--- src/rtl/ctrl_pkg.sv ---
// Shared definitions for the multi-cycle RV32I sequencer.
//   state_t      : 3-bit phase encoding, also exported on state_o
//   CLS_*        : bit positions inside the latched instruction-class vector
package ctrl_pkg;

  typedef enum logic [2:0] {
    IDLE   = 3'd0,
    FETCH  = 3'd1,
    DECODE = 3'd2,
    MEM    = 3'd3,
    WB     = 3'd4,
    PCUPD  = 3'd5,
    HALTED = 3'd6,
    FAULT  = 3'd7
  } state_t;

  localparam int CLS_W        = 4;
  localparam int CLS_REGWRITE = 0;
  localparam int CLS_MEMWRITE = 1;
  localparam int CLS_MEMREAD  = 2;
  localparam int CLS_BRANCH   = 3;

endpackage

--- src/rtl/ctrl_watchdog.sv ---
// Per-phase watchdog for the sequencer.
//   clk, rst : clock, synchronous active-high reset
//   clear    : pulse on every state change; restarts the count
//   active   : high while the sequencer sits in a timed phase
//   expired  : high in the cycle the phase has lasted TIMEOUT cycles
// The count holds the number of completed cycles spent in the current
// phase, so expired is raised during the TIMEOUT-th cycle. TIMEOUT=0
// disables the watchdog entirely.
module ctrl_watchdog #(
  parameter int TIMEOUT = 0,
  parameter int TO_W    = 8
) (
  input  logic clk,
  input  logic rst,
  input  logic clear,
  input  logic active,
  output logic expired
);

  localparam logic [TO_W-1:0] LIMIT = (TIMEOUT == 0) ? '0 : TO_W'(TIMEOUT - 1);

  logic [TO_W-1:0] count;

  always_ff @(posedge clk) begin
    if (rst || clear) begin
      count <= '0;
    end else if (active && (count != '1)) begin
      // Saturate so a disabled watchdog never wraps back into range.
      count <= count + 1'b1;
    end
  end

  assign expired = (TIMEOUT != 0) && active && (count == LIMIT);

endmodule

--- src/rtl/multicycle_ctrl.sv ---
// Multi-cycle sequencer for the RV32I core.
// Ports:
//   clk, rst                      : clock, synchronous active-high reset
//   halt                          : stop request, beats every other event
//   instr_fetched, id_comp,
//   mem_comp, wb_comp, pc_update  : per-phase done inputs
//   branch, memread, memwrite,
//   regwrite                      : instruction class, valid with id_comp
//   instrfetch, decode, mem, wb,
//   PCwrite                       : per-phase strobes
//   halted, fault                 : in HALTED / FAULT
//   state_o                       : current state encoding (debug)
//   retired                       : completed-instruction count (wraps)
//
// Handshake: a phase strobe is high for every cycle the sequencer is in
// that phase. The datapath block answers with a one-cycle done; the done
// is consumed in the cycle it is seen and the strobe drops on the next
// edge. A done seen outside its own phase is ignored.
//
// All outputs are registered from the next-state value, so they equal a
// decode of the state register with no input-to-output path.
module multicycle_ctrl
  import ctrl_pkg::*;
#(
  parameter bit MEM_EN  = 1'b1,
  parameter int TIMEOUT = 0,
  parameter int TO_W    = 8,
  parameter int RET_W   = 32
) (
  input  logic             clk,
  input  logic             rst,
  input  logic             halt,
  input  logic             instr_fetched,
  input  logic             id_comp,
  input  logic             mem_comp,
  input  logic             wb_comp,
  input  logic             pc_update,
  input  logic             branch,
  input  logic             memread,
  input  logic             memwrite,
  input  logic             regwrite,
  output logic             instrfetch,
  output logic             decode,
  output logic             mem,
  output logic             wb,
  output logic             PCwrite,
  output logic             halted,
  output logic             fault,
  output logic [2:0]       state_o,
  output logic [RET_W-1:0] retired
);

  state_t             state;
  state_t             state_next;
  logic [CLS_W-1:0]   cls;
  logic               retire;
  logic               expired;
  logic               phase_active;
  logic               state_change;

  assign phase_active = (state != IDLE) && (state != HALTED) && (state != FAULT);
  assign state_change = (state_next != state);
  assign state_o      = state;

  ctrl_watchdog #(
    .TIMEOUT (TIMEOUT),
    .TO_W    (TO_W)
  ) u_watchdog (
    .clk     (clk),
    .rst     (rst),
    .clear   (state_change),
    .active  (phase_active),
    .expired (expired)
  );

  // Priority inside a phase: halt, then done, then watchdog expiry.
  always_comb begin
    state_next = state;
    retire     = 1'b0;
    if (phase_active && halt) begin
      state_next = HALTED;
    end else if (state == IDLE && halt) begin
      state_next = HALTED;
    end else begin
      unique case (state)
        IDLE: state_next = FETCH;
        FETCH: begin
          if (instr_fetched)  state_next = DECODE;
          else if (expired)   state_next = FAULT;
        end
        DECODE: begin
          if (id_comp) begin
            if (MEM_EN && (memread || memwrite)) state_next = MEM;
            else if (branch)                     state_next = PCUPD;
            else if (regwrite)                   state_next = WB;
            else                                 state_next = PCUPD;
          end else if (expired) begin
            state_next = FAULT;
          end
        end
        MEM: begin
          // Only the latched class is used past DECODE.
          if (mem_comp) begin
            if (cls[CLS_MEMREAD] && cls[CLS_REGWRITE]) state_next = WB;
            else                                       state_next = PCUPD;
          end else if (expired) begin
            state_next = FAULT;
          end
        end
        WB: begin
          if (wb_comp)        state_next = PCUPD;
          else if (expired)   state_next = FAULT;
        end
        PCUPD: begin
          if (pc_update) begin
            state_next = FETCH;
            retire     = 1'b1;
          end else if (expired) begin
            state_next = FAULT;
          end
        end
        HALTED:  state_next = HALTED;
        FAULT:   state_next = FAULT;
        default: state_next = FAULT;
      endcase
    end
  end

  always_ff @(posedge clk) begin
    if (rst) begin
      state      <= IDLE;
      cls        <= '0;
      retired    <= '0;
      instrfetch <= 1'b0;
      decode     <= 1'b0;
      mem        <= 1'b0;
      wb         <= 1'b0;
      PCwrite    <= 1'b0;
      halted     <= 1'b0;
      fault      <= 1'b0;
    end else begin
      state <= state_next;
      if (state == DECODE && id_comp && !halt) begin
        cls[CLS_BRANCH]   <= branch;
        cls[CLS_MEMREAD]  <= memread;
        cls[CLS_MEMWRITE] <= memwrite;
        cls[CLS_REGWRITE] <= regwrite;
      end
      if (retire) begin
        retired <= retired + 1'b1;
      end
      instrfetch <= (state_next == FETCH);
      decode     <= (state_next == DECODE);
      mem        <= MEM_EN && (state_next == MEM);
      wb         <= (state_next == WB);
      PCwrite    <= (state_next == PCUPD);
      halted     <= (state_next == HALTED);
      fault      <= (state_next == FAULT);
    end
  end

endmodule

--- config.mk ---
export PLATFORM = sky130hd
export DESIGN_NAME = multicycle_ctrl
export DESIGN_NICKNAME = d
export VERILOG_FILES = /design/src/rtl/ctrl_pkg.sv /design/src/rtl/ctrl_watchdog.sv /design/src/rtl/multicycle_ctrl.sv
export SDC_FILE = /design/constraint.sdc
export NUM_CORES = 1
export LEC_CHECK = 0
export ABC_AREA = 1
export BUFFER_PORTS_ARGS = -buffer_cell sky130_fd_sc_hd__buf_2
export CORE_ASPECT_RATIO = 2
export CORE_MARGIN = 4
export CORE_UTILIZATION = 58
export DETAILED_ROUTE_END_ITERATION = 10
export PLACE_DENSITY = 0.82
export SYNTH_ARGS = -nofsm -noshare
export SYNTH_HDL_FRONTEND = slang
export SYNTH_SLANG_ARGS = --single-unit
--- constraint.sdc ---
create_clock -name clk -period 3.33 [get_ports clk]
set_input_delay 0.333 -clock clk [delete_from_list [all_inputs] [get_ports clk]]
set_output_delay 0.333 -clock clk [all_outputs]
set_load 0.03 [all_outputs]
# After elaboration in Yosys (flattened, before gate mapping)
# Cells that the tools add are included.
[totals] register_bits=45 in_bits=12 out_inout_bits=42 elab_cells=54
[classes] n_addsub=1 n_eq_ne=16 muxes=16 reduce_logical=11
[ops] op="adder 32 x 1 -> 32 bit, second input constant" count=1
[ops] op="equality test 3 bit, second input constant" count=8
[ops] op="2-to-1 mux 3 bit" count=8
[ops] op="one-hot mux 3 bit (8 select lines)" count=1
[ops] op="equality test 3 x 2 -> 1 bit, second input constant" count=4
[ops] op="logical AND 1 bit" count=7
[ops] op="2-to-1 mux 1 bit" count=7
[ops] op="equality test 3 x 1 -> 1 bit, second input constant" count=2
[ops] op="inequality test 3 bit, second input constant" count=2
[ops] op="logical NOT 3 bit" count=1
[ops] op="nonzero test 3 bit" count=1
[ops] op="logical NOT 1 bit" count=1
[ops] op="logical OR 1 bit" count=1

# Depth between registers and ports, before layout
[depth] word_depth=8 mapped_depth=9 ltp_nobuf=9

# Modules after synthesis
# From an unflattened synthesis, not the netlist that was laid out.
[hier_totals] cells_unflattened=432 hier_area_um2=2662.6
[modules_own_cells] mod="multicycle_ctrl" n_inst=1 cells_each=430 area_each_um2=2651.3 seq_area_each_um2=880.8
[modules_own_cells] mod="ctrl_watchdog" n_inst=1 cells_each=2 area_each_um2=11.3 seq_area_each_um2=0.0

# Worst setup path before layout
# OpenSTA, ideal clock, no wires.
[synth_path] path_type="register -> register" start="register retired[0]" end="register retired[14]" arrival_ns=1.606 slack_ns=1.608 path_stages_with_launch=9 n_path_buf=0 synth_period_minus_slack_ns=1.722 path_cell_list="dfxtp_1 -> ha_1 -> inv_1 -> nor2_2 -> nand3_1 -> nor2_2 -> nand2_1 -> o21ai_0 -> nor2_1"
[synth_via] elab_chain_cells=1
[synth_rtl] item="start: declaration" line="multicycle_ctrl.sv:50" rtl="output logic [RET_W-1:0] retired"
[synth_rtl] item="start signal: assignment" line="multicycle_ctrl.sv:150" rtl="retired <= retired + 1'b1;"
[synth_rtl] item="adder 32 x 1 -> 32 bit" line="multicycle_ctrl.sv:150"
# Every way passes these cells.
# A chain may end at the register's enable or synchronous reset.

# Final worst setup path
# Ends and elaborated chain as after synthesis.

==> out/qor.yml <==
power_and_ir_drop:
  leakage_nw: 1.26
  ir_worst_vdd_mv: 0.280
  seqPwrFrac: 0.569
  swShare: 0.260
  power.internal_mw: 0.705
  p_switching_mw: 0.248
  cellPowerDensity_mw_per_mm2: 347
  power_mw: 0.953
  clkPwrFrac: 0.332
  combPwrFrac: 0.098
routing:
  drt_wl_total_mm: 6.52
  ant_nets: 0
  dr.pass1.iters: 4
  drt_iter0_markers: 74
  route.detailed.drc: 0
  via_per_inst: 5.42
  num_vias: 2663
  post_drt_wl_per_cell_um: 13.3
setup_path:
  critPathMaxStageDelay_ns: 0.40
  crit_chain: "ha_1, inv_1, nor2_2, nand3_1, nor2_2, nand2_1, o21ai_0, nor2_1"
  cp-end-kind: "flip-flop"
  r2r_setup_slack_ns: 1.52
  cpMostUsedCell: "nor2_2"
  worst_ep_arrival_time_ns: 2.00
  critical_path_class: "flip-flop to flip-flop"
  critPathLaunchType: "flip-flop"
  reg2regPathDepth: 8
  cp_data_required_time_ns: 3.52
  crit_slowest_cell: "dfxtp_1"
  cp_max_fo: 6
clock_tree:
  h-tree-depth: 2
  cts_setup_buffers: 0
  cts_root_buffer: "clkbuf_8"
  cts.sinks: 44
  ctsResizeCount: 0
  cts_buffer_depth: 2
  cts_tree: "built"
  cts.clk_slew.worst_paths_ns: 0.08
  clk_latency_ns: 0.30
  hold_buffers: 0
  cts_inserted_buffers: 5
floorplanning:
  chipWidth_um: 53.3
  rows: 32
  fp.dieH_um: 98.7
  io-pin-count: 54
  core_area_mm2: 0.00392
  die_area_mm2: 0.00526
  start_util: 0.608
hold_path:
  holdPathStages: 3
  min-delay-path-class: "input port to flip-flop"
timing:
  post-route-min-period_ns: 1.81
  max_freq_mhz: 553
  max_slew_margin: 0.534
  tightest_slew_ns: 0.698
  skew_ns: 0.00714
  drv_slew: 0
  setup_slack_ns: 1.52
  setup_viol: 0
  setup_tns_ns: 0
  report.final.hold_viol_count: 0
  period_share: 0.543
  rsz0062_at_grt: "false"
grt:
  grt_max_degree: 38
  grt_first_pass_wirelength_mm: 10.8
  grt_use_total: 0.268
  grt.overflow.total: 0
  first_global_vias: 2573
  antenna_found_initial: 0
synth:
  yosys-mux-area-fraction: 0
  yosysWarnings: 0
  syn_inst: 387
  synth_compound_area_frac: 0.0577
  synth_top_family_by_area: "simple AND/OR/NAND/NOR gates"
  synthXorXnorAreaFrac: 0.00735
  syn_area_per_cell_um2: 6.16
  ys_ff_latch: 44
  synth-simple-area-share: 0.453
  ys_types: 27
  synth_area_leader_cell: "dfxtp_1"
  yosys-top-cells-area: "dfxtp_1 37%, nand2_1 16%, nor2_1 13%, inv_1 8.7%, nand3_1 6.9%"
  synth_top_area_frac: 0.369
  yosysSeqAreaShare: 0.369
  synth_nets: 400
  synth-adder-area-share: 0.00525
  synth_area_mm2: 0.00238
layout:
  drive_gt1_frac: 0.157
  fin_util: 0.700
  fillCellCount: 386
  area_delta_synth_final_pct: 15.1
  antennaDiodeCount: 0
  final_nets: 453
outcome:
  status: "finished clean"
placement:
  port_buffers: 53
  hpwl_mm: 5.01
  pre_cts_ws_ns: 1.54
  gp_congestion: 0.960
job:
  cap_viol_max_count: 0
==> layout by cell type (no fill, tap or decap), drive strengths merged <==
cell	instances
inv	56
nand3	33
a21oi	12
and3	1
o21bai	1
clkbuf	6
buf	53
a22oi	1
ha	1
o21ai	11
nor3	5
dfxtp	44
nand4	16
nand2	102
xor2	1
clkinv	1
nor3b	1
nand3b	2
o21a	1
xnor2	1
nor2	91
==> kinds of logic after synthesis <==
group	Yosys count
AOI/OAI and AO/OA	26
xor gates and xnor gates	2
adders and majority gates	1
buffers and inverters	63
DFF	44
and+or+nand+nor	251
==> sequential cells by signal, indices dropped and copies added (netlist names) <==
signal and cells:
state_o 3, wb 1, cls 2, mem 1
decode 1, fault 1, retired 32, halted 1
instrfetch 1, PCwrite 1
==> power by group through the flow <==
stage	Clock, mW	Sequential [mW]	Combinational (mW)
3_5_place_dp	0	0.555	0.0935
3_3_place_gp	0	0.554	0.0920
2_1_floorplan	0	0.572	0.0485
5_1_grt	0.344	0.544	0.104
6_report	0.317	0.543	0.0938
4_1_cts	0.324	0.542	0.0937
==> critical path: cells and delay by family, from the launching register on <==
family | cells | cell delay, ns
AO/OA/AOI/OAI | 1 | 0.17
AND/OR/NAND/NOR | 5 | 0.85
flip-flops | 1 | 0.40
adder cells (fa/ha/maj) | 1 | 0.21
buffers and inverters | 1 | 0.07
==> through the flow <==
step | cells | hold WS [ns] | cell area (um^2)
after global routing | 491 | 0.321 | 2750
final | 491 | 0.324 | 2750
after CTS | 491 | 0.326 | 2750
after floorplan | 387 | 0.439 | 2380
after global placement | 484 | 0.448 | 2670
after detailed placement | 484 | 0.470 | 2670
==> synthesized netlist by cell type <==
library cell and count:
buf_2 1, inv_1 55, nand2_2 1, nand3b_1 2, o21ai_0 7, inv_2 1
nor2_1 83, o21ai_1 4, nor3b_1 1, clkbuf_1 3, nor2_2 7, o21bai_1 1
a22oi_1 1, nand3_1 33, ha_1 1, o21a_1 1, nor3_1 5, xnor2_1 1
and3_1 1, xor2_1 1, nand4_1 16, nand2_1 101, buf_4 1, buf_6 2
a21oi_1 12, dfxtp_1 44, nor2_8 1
==> worst paths after layout <==
check,start,end
hold / removal,regwrite,cls[0]
setup / recovery,retired[0],retired[14]
hold reg to reg,cls[0],cls[0]
setup reg to reg,retired[0],retired[14]
==> final cells by class <==
cell class / count / area, um^2 / share of cell area
clock buffers: 6 / 72.6 / 0.0264
clock inverters: 1 / 5.00 / 0.00182
inverters: 56 / 210 / 0.0766
multi-input cells: 280 / 1250 / 0.454
flip-flops and latches: 44 / 881 / 0.321
well taps: 51 / 63.8 / 0.0232
repair buffers: 53 / 265 / 0.0966
==> layer usage <==
| layer | part of all wire | vias to the layer above | wire length [um] | global-route usage |
|---|---|---|---|---|
| li1 | - | 1316 | - | - |
| met1 | 0.34 | 1222 | 2250 | 0.237 |
| met3 | 0.049 | 31 | 321 | 0.0408 |
| met2 | 0.56 | 94 | 3640 | 0.506 |
| met5 | 0 | - | 0 | 0 |
| met4 | 0.049 | 0 | 318 | 0.179 |
Note: power is estimated with default switching activity, not from simulation.
